--- src/rtl/btb_update_arb_pkg.sv ---
// Shared ISA word type and BTB update arbiter datapath types.
package isa_pkg;
    typedef logic [31:0] word_t;
endpackage

package btb_update_arb_pkg;
    import isa_pkg::*;

    typedef struct packed {
        word_t pc;
        word_t target;
        logic  taken;
    } btb_update_t;

    typedef enum logic [1:0] {
        IDLE,
        DRAIN,
        HELD
    } btb_arb_state_t;
endpackage

--- src/rtl/btb_update_arb_if.sv ---
// Requester and BTB update bundle for the BTB update arbiter.
interface btb_update_arb_if #(
    parameter int NREQ = 2
);
    import isa_pkg::*;

    logic [NREQ-1:0]        req_valid;
    logic [NREQ-1:0]        req_ready;
    logic [NREQ-1:0][31:0]  req_pc;
    logic [NREQ-1:0][31:0]  req_target;
    logic [NREQ-1:0]        req_taken;

    logic                   update_btb;
    word_t                  pc;
    word_t                  branch_target;
    logic                   branch_outcome;

    modport master (
        output req_valid, req_pc, req_target, req_taken,
        input  req_ready, update_btb, pc, branch_target, branch_outcome
    );

    modport slave (
        input  req_valid, req_pc, req_target, req_taken,
        output req_ready, update_btb, pc, branch_target, branch_outcome
    );
endinterface

--- src/rtl/btb_update_arb_rr_arbiter.sv ---
// Round-robin arbiter: first asserted request at or after the pointer wins.
module rr_arbiter #(
    parameter  int N = 2,
    localparam int W = (N > 1) ? $clog2(N) : 1
) (
    input  logic [N-1:0] req_i,
    input  logic [W-1:0] ptr_i,
    input  logic         en_i,
    output logic [N-1:0] gnt_o,
    output logic [W-1:0] idx_o
);
    always_comb begin
        logic       found;
        logic [W:0] j;
        gnt_o = '0;
        idx_o = '0;
        found = 1'b0;
        j     = '0;
        for (int k = 0; k < N; k++) begin
            j = {1'b0, ptr_i} + (W+1)'(k);
            if (j >= (W+1)'(N)) begin
                j = j - (W+1)'(N);
            end
            if (en_i && !found && req_i[j[W-1:0]]) begin
                found = 1'b1;
                idx_o = j[W-1:0];
                gnt_o[j[W-1:0]] = 1'b1;
            end
        end
    end
endmodule

--- src/rtl/btb_update_arb.sv ---
// Shares the BTB update port among branch units via an RR-fed coalescing queue.
module btb_update_arb
    import btb_update_arb_pkg::*;
#(
    parameter int NREQ  = 2,
    parameter int DEPTH = 4
) (
    input  logic CLK,
    input  logic RST,
    input  logic hold,
    input  logic flush,
    output logic busy,
    btb_update_arb_if.slave bus
);
    localparam int PW = $clog2(DEPTH);
    localparam int CW = PW + 1;
    localparam int RW = (NREQ > 1) ? $clog2(NREQ) : 1;

    btb_update_t    mem_q [DEPTH];
    logic [PW-1:0]  head_q, head_d;
    logic [PW-1:0]  tail_q, tail_d;
    logic [CW-1:0]  count_q, count_d;
    logic [RW-1:0]  rr_q, rr_d;
    btb_arb_state_t state_q, state_d;
    btb_update_t    out_q, out_d;
    logic           upd_q, upd_d;

    logic [NREQ-1:0] gnt;
    logic [RW-1:0]   gidx;
    logic            arb_en;
    logic            accept;
    logic            coalesce;
    logic            bypass;
    logic            push;
    logic            pop;
    logic [PW-1:0]   tail_last;
    btb_update_t     req_ent;

    assign arb_en = !RST && !flush && (count_q != CW'(DEPTH));

    rr_arbiter #(.N(NREQ)) u_rr (
        .req_i (bus.req_valid),
        .ptr_i (rr_q),
        .en_i  (arb_en),
        .gnt_o (gnt),
        .idx_o (gidx)
    );

    assign bus.req_ready = gnt;
    assign accept        = |gnt;
    assign req_ent.pc     = bus.req_pc[gidx];
    assign req_ent.target = bus.req_target[gidx];
    assign req_ent.taken  = bus.req_taken[gidx];

    // With >=2 entries the tail can never be the entry being popped.
    assign tail_last = tail_q - PW'(1);
    assign coalesce  = accept && (count_q >= CW'(2))
                     && (mem_q[tail_last].pc == req_ent.pc);
    assign pop       = (count_q != '0) && !hold && !flush;
    assign bypass    = accept && (count_q == '0) && !hold;
    assign push      = accept && !coalesce && !bypass;

    always_comb begin
        count_d = count_q;
        head_d  = head_q;
        tail_d  = tail_q;
        rr_d    = rr_q;
        out_d   = out_q;
        upd_d   = 1'b0;
        if (flush) begin
            count_d = '0;
            head_d  = '0;
            tail_d  = '0;
        end else begin
            if (accept) begin
                rr_d = (gidx == RW'(NREQ - 1)) ? '0 : gidx + RW'(1);
            end
            if (push) begin
                tail_d = tail_q + PW'(1);
            end
            if (pop) begin
                head_d = head_q + PW'(1);
                out_d  = mem_q[head_q];
                upd_d  = 1'b1;
            end else if (bypass) begin
                out_d = req_ent;
                upd_d = 1'b1;
            end
            case ({push, pop})
                2'b10:   count_d = count_q + CW'(1);
                2'b01:   count_d = count_q - CW'(1);
                default: count_d = count_q;
            endcase
        end
    end

    always_ff @(posedge CLK) begin
        if (push) begin
            mem_q[tail_q] <= req_ent;
        end else if (coalesce) begin
            mem_q[tail_last].target <= req_ent.target;
            mem_q[tail_last].taken  <= req_ent.taken;
        end
    end

    always_comb begin
        state_d = state_q;
        if (flush) begin
            state_d = IDLE;
        end else begin
            case (state_q)
                IDLE: begin
                    if (accept) state_d = DRAIN;
                end
                DRAIN: begin
                    if (hold) state_d = HELD;
                    else if (count_d == '0 && !accept) state_d = IDLE;
                end
                HELD: begin
                    if (!hold) state_d = (count_q != '0) ? DRAIN : IDLE;
                end
                default: state_d = IDLE;
            endcase
        end
    end

    always_ff @(posedge CLK) begin
        if (RST) begin
            state_q <= IDLE;
        end else begin
            state_q <= state_d;
        end
    end

    always_ff @(posedge CLK) begin
        if (RST) begin
            head_q  <= '0;
            tail_q  <= '0;
            count_q <= '0;
            rr_q    <= '0;
            out_q   <= '0;
            upd_q   <= 1'b0;
        end else begin
            head_q  <= head_d;
            tail_q  <= tail_d;
            count_q <= count_d;
            rr_q    <= rr_d;
            out_q   <= out_d;
            upd_q   <= upd_d;
        end
    end

    assign bus.update_btb     = upd_q;
    assign bus.pc             = out_q.pc;
    assign bus.branch_target  = out_q.target;
    assign bus.branch_outcome = out_q.taken;
    assign busy               = (state_q != IDLE) || upd_q;
endmodule

--- src/flat_wrapper.sv ---
// flat-port wrapper written by rule: the top's interface ports become plain ports
module btb_update_arb_flat import btb_update_arb_pkg::*;
#(
    parameter int NREQ  = 2,
    parameter int DEPTH = 4
)
  (CLK, RST, hold, flush, busy, bus_req_valid, bus_req_pc, bus_req_target, bus_req_taken, bus_req_ready, bus_update_btb, bus_pc, bus_branch_target, bus_branch_outcome);
  btb_update_arb_if #(.NREQ(NREQ)) bus_i ();
  input  logic CLK;
  input  logic RST;
  input  logic hold;
  input  logic flush;
  output logic busy;
  input wire logic [$bits(bus_i.req_valid)-1:0] bus_req_valid;
  input wire logic [$bits(bus_i.req_pc)-1:0] bus_req_pc;
  input wire logic [$bits(bus_i.req_target)-1:0] bus_req_target;
  input wire logic [$bits(bus_i.req_taken)-1:0] bus_req_taken;
  output wire logic [$bits(bus_i.req_ready)-1:0] bus_req_ready;
  output wire logic [$bits(bus_i.update_btb)-1:0] bus_update_btb;
  output wire logic [$bits(bus_i.pc)-1:0] bus_pc;
  output wire logic [$bits(bus_i.branch_target)-1:0] bus_branch_target;
  output wire logic [$bits(bus_i.branch_outcome)-1:0] bus_branch_outcome;
  assign bus_i.req_valid = bus_req_valid;
  assign bus_i.req_pc = bus_req_pc;
  assign bus_i.req_target = bus_req_target;
  assign bus_i.req_taken = bus_req_taken;
  assign bus_req_ready = bus_i.req_ready;
  assign bus_update_btb = bus_i.update_btb;
  assign bus_pc = bus_i.pc;
  assign bus_branch_target = bus_i.branch_target;
  assign bus_branch_outcome = bus_i.branch_outcome;
  btb_update_arb #(.NREQ(NREQ), .DEPTH(DEPTH)) u_core (.CLK(CLK), .RST(RST), .hold(hold), .flush(flush), .busy(busy), .bus(bus_i));
endmodule
--- config.mk ---
export PLATFORM = sky130hd
export DESIGN_NAME = btb_update_arb_flat
export DESIGN_NICKNAME = d
export VERILOG_FILES = /design/src/rtl/btb_update_arb_pkg.sv /design/src/rtl/btb_update_arb_if.sv /design/src/rtl/btb_update_arb_rr_arbiter.sv /design/src/rtl/btb_update_arb.sv /design/src/flat_wrapper.sv
export SDC_FILE = /design/constraint.sdc
export NUM_CORES = 1
export LEC_CHECK = 0
export ABC_AREA = 1
export CAP_MARGIN = 20
export CORE_UTILIZATION = 45
export CTS_BUF_LIST = sky130_fd_sc_hd__clkbuf_8 sky130_fd_sc_hd__clkbuf_16
export DETAILED_ROUTE_END_ITERATION = 7
export GPL_ROUTABILITY_DRIVEN = 0
export PLACE_DENSITY = 0.64
export SYNTH_ARGS = -nofsm -noshare
export SYNTH_HDL_FRONTEND = slang
export SYNTH_HIERARCHICAL = 1
export SYNTH_SLANG_ARGS = --single-unit
--- constraint.sdc ---
create_clock -name CLK -period 15.5 [get_ports CLK]
set_input_delay 4.65 -clock CLK [delete_from_list [all_inputs] [get_ports CLK]]
set_output_delay 4.65 -clock CLK [all_outputs]
set_load 0.05 [all_outputs]
==> implementation parameters <==
Parameter                              Value

Logic synthesis
  Cell with the most instances after synthesis    sky130_fd_sc_hd__nand2_1
  Top-area cell type share of the netlist area    about half
  Avg Cell Area, Syn    8.839 µm²
  Most frequently used flop master after synthesis    sky130_fd_sc_hd__edfxtp_1
  Post-synthesis sequential area ratio    slightly below 60%
  Most frequent cells after synthesis    608 x sky130_fd_sc_hd__nand2_1, 260 x sky130_fd_sc_hd__edfxtp_1, 213 x sky130_fd_sc_hd__o21ai_0
  Synth area leader    sky130_fd_sc_hd__edfxtp_1
  Count of yosys warnings during synthesis    6
  Post-synthesis instance area    ~16,000 µm²
  Gate count of the mapped netlist    roughly 1,800
  EDFF count, synth    260
  Share of flip-flops with an asynchronous set or reset after synthesis    0%
  Net count of the mapped netlist    1,945
  Synthesis-stage register bit count    around 340
  Cell types with the largest area share after synthesis    sky130_fd_sc_hd__edfxtp_1 49%, sky130_fd_sc_hd__nand2_1 14%, sky130_fd_sc_hd__dfxtp_1 9.8%
  Number of unique standard cell types used by synthesis    37

Routing
  Wire length reported by the detailed router    around 45,000 µm
  Number of search-and-repair iterations in the first detailed-routing pass    5
  Via count    approximately 13,000
  DRC violation count after routing    0
  First-iteration detailed-routing DRC count    899
  Wire per inst    18.33 µm
  Average via count per standard cell    ~5.5
  Remaining antenna violation count    0

GRT
  Largest net degree at the start of global routing    98
  Number of global-route vias before repair    roughly 13,000
  Number of antenna violations at the first check in global routing    1
  Total congestion overflow after global routing    0
  GRT Util Overall    roughly a quarter
  Wire length of the first global-routing pass    approximately 69,000 µm

Clock tree
  TritonCTS clock tree    done
  Total setup buffers inserted after CTS    0
  Num Clock Sinks    ~340
  H-tree depth    2
  Total clock buffers created by CTS    37
  Worst-case clock buffer depth    3
  Root Driver    sky130_fd_sc_hd__clkbuf_16
  Latest clock arrival within the worst-skew pair    approximately 530 ps
  Cts hold-fix bufs    0
  Post-cts resize count    0
  Clock transition at path regs    about 60 ps

STA
  Post-Route Setup TNS    0 ps
  Period utilization    around three quarters
  Max frequency    approximately 86 MHz
  Finish-stage setup viols    0
  Minimum period implied by the final worst setup slack    about 12,000 ps
  Normalized max-slew margin    a little under a third
  Final slew viol count    0
  Final hold viol count    0
  Worst hold slack    510.0 ps
  Setup repair after global routing missed its margin    no
  Actual slew at the worst max-slew pin    1047 ps
  Maximum clock skew at final layout    around 14 ps

Layout
  Share of layout cells above drive strength 1    5.986%
  Fin area    slightly below 20,000 µm²
  N_diodes    0
  Final Net Count    around 2,100
  Synthesis-to-finish area growth    22.00%

Placed design
  Placed cell areas    about 18,000 µm²
  Detailed Place HPWL    26,720 µm
  Buffers on Ports    between 200 and 250

Critical path
  Critical path's top delay family    buffers and inverters
  Nature of the critical path startpoint    input pin
  Worst setup slack for register-to-register paths    10,300 ps
  CP arrival    just under 7000 ps
  Crit-path max FO    6
  Class of the most critical setup path    in2out
  Worst-path cell chain    clkdlybuf4s50_1 > nor2_1 > inv_1 > a21oi_1 > nand2_1 > a21oi_1 > clkdlybuf4s50_1
  Kind of end point of the critical path    output pin
  Slowest library cell on the worst path    sky130_fd_sc_hd__clkdlybuf4s50_1
  Required time reported for the critical path endpoint    around 11,000 ps
  Buffers and inverters on the worst path    3
  CP peak stage delay    830 ps

Floorplanning
  Placeable core region    between 30,000 and 40,000 µm²
  Die height    approximately 190 µm
  Number of placed I/O pins    approximately 210
  DIE WIDTH    between 150 and 200 µm
  Die Area    36,250 µm²
  # rows    68
  Initial core utilization    46.01%

Run
  Number of maximum-capacitance constraint violations    0

Power
  Clk pwr share    a little over two fifths
  Share of power burned in combinational logic    just under 10%
  IR drop worst, VDD    about 60 µV
  Static power due to leakage    approximately 0.0076 µW
  NetSw    between 400 and 500 µW
  Switching share of total power    23.69%
  Cell-internal power    between 1500 and 2000 µW
  Part of the total power dissipated in sequential elements    between 40 and 50%
  P per Cell Area    roughly 110 nW/µm²

Run status
  Result of the run    finished clean

Hold path
  Min-delay worst type    reg2reg
[kinds of logic (layout without fill, tap and decap cells)]
family                   count (synthesis)  count (layout)  synth area share (%)
AO/OA/AOI/OAI                          416             416                 14.62
XOR/XNOR                                 1               1               0.05485
adder cells (fa/ha/maj)                  2               2                0.2037
buffers and inverters                  212             393                 5.766
flip-flops                             338             338                 58.66
AND/OR/NAND/NOR                        838             838                 20.70
[state kept, by name, summed over array words and instances (netlist names), named ones only]
signal and count:
u_core/rr_q 1, u_core/tail_q 2, u_core/head_q 2, u_core/bus.update_btb 1, u_core/mem_q 260, u_core/bus.branch_outcome 1
u_core/bus.pc 32, u_core/bus.branch_target 32, u_core/count_q 3, u_core/state_q 2
[metrics by stage]
stage	util (%)	worst slack [ps]	total power [µW]	cells
2_1_floorplan	-	4973	1142	1807
3_3_place_gp	52.60	3958	1226	2375
3_5_place_dp	52.60	3924	1229	2375
4_1_cts	56.13	3905	2100	2443
5_1_grt	56.13	3692	2153	2443
6_report	56.13	3895	2090	2443
[worst reg2reg max path, stage by stage (launching register included)]
cell and delay [ps]:
sky130_fd_sc_hd__dfxtp_1 440, sky130_fd_sc_hd__nor2_1 70, sky130_fd_sc_hd__a21oi_1 240, sky130_fd_sc_hd__nand2_1 150
sky130_fd_sc_hd__a21oi_4 540, sky130_fd_sc_hd__inv_2 330, sky130_fd_sc_hd__buf_4 400, sky130_fd_sc_hd__or2_2 370
sky130_fd_sc_hd__o21ai_1 210, sky130_fd_sc_hd__inv_1 200, sky130_fd_sc_hd__nand3_1 110, sky130_fd_sc_hd__nand3_1 90
sky130_fd_sc_hd__nor2_1 140, sky130_fd_sc_hd__nand2_1 170, sky130_fd_sc_hd__o21bai_4 280, sky130_fd_sc_hd__ha_1 260
sky130_fd_sc_hd__fa_1 440, sky130_fd_sc_hd__o21ai_0 300, sky130_fd_sc_hd__nand4_1 170, sky130_fd_sc_hd__nand4_1 120
sky130_fd_sc_hd__a21oi_1 60
[cell type report]
class                      instances  area (µm²)
clock buffer                      43        1020
clock inverter                    25       207.7
fill                            3152       15230
inverter                         102       391.6
multi-input combinational       1257        5736
sequential                       338        9376
tap                              455       569.3
timing repair buffer             223        2185
[power by group through the flow]
stage | registers [µW] | logic (µW) | clock network (µW)
2_1_floorplan | 1050 | 88.8 | 0
4_1_cts | 1010 | 203 | 889
3_3_place_gp | 1030 | 199 | 0
6_report | 1010 | 203 | 878
5_1_grt | 1010 | 220 | 923
3_5_place_dp | 1030 | 202 | 0
[path summary, 6_finish.rpt]
path                                                to  cells after the start                                      start
max                                   bus_req_ready[1]                      7                                      flush
min          u_core/bus.branch_target[29]$_SDFFE_PP0P_                      2  u_core/bus.branch_target[29]$_SDFFE_PP0P_
max reg2reg             u_core/state_q[0]$_SDFFE_PN0P_                     20               u_core/count_q[0]$_SDFF_PP0_
min reg2reg  u_core/bus.branch_target[29]$_SDFFE_PP0P_                      2  u_core/bus.branch_target[29]$_SDFFE_PP0P_
[routing by layer]
| layer | track usage, % | wire [µm] | vias up |
|---|---|---|---|
| met5 | 0 | 16 | - |
| met2 | 40.73 | 20830 | 516 |
| li1 | - | - | 6456 |
| met3 | 4.582 | 3319 | 70 |
| met1 | 32.44 | 19690 | 6318 |
| met4 | 6.862 | 916 | 2 |
[cells in the final DEF (no fill, tap or decap), types with 6 or more instances in the layout]
| cell type | count |
|---|---|
| sky130_fd_sc_hd__a21oi_1 | 80 |
| sky130_fd_sc_hd__a31oi_1 | 38 |
| sky130_fd_sc_hd__buf_4 | 19 |
| sky130_fd_sc_hd__clkbuf_16 | 38 |
| sky130_fd_sc_hd__clkdlybuf4s50_1 | 204 |
| sky130_fd_sc_hd__clkinv_1 | 6 |
| sky130_fd_sc_hd__dfxtp_1 | 74 |
| sky130_fd_sc_hd__edfxtp_1 | 260 |
| sky130_fd_sc_hd__inv_1 | 103 |
| sky130_fd_sc_hd__inv_2 | 7 |
| sky130_fd_sc_hd__nand2_1 | 608 |
| sky130_fd_sc_hd__nand3_1 | 60 |
| sky130_fd_sc_hd__nand4_1 | 7 |
| sky130_fd_sc_hd__nor2_1 | 139 |
| sky130_fd_sc_hd__o211ai_1 | 14 |
| sky130_fd_sc_hd__o21ai_0 | 213 |
| sky130_fd_sc_hd__o21ai_1 | 9 |
| sky130_fd_sc_hd__o221a_2 | 13 |
| sky130_fd_sc_hd__o22ai_1 | 39 |
Power figures use the tool's default switching activity.
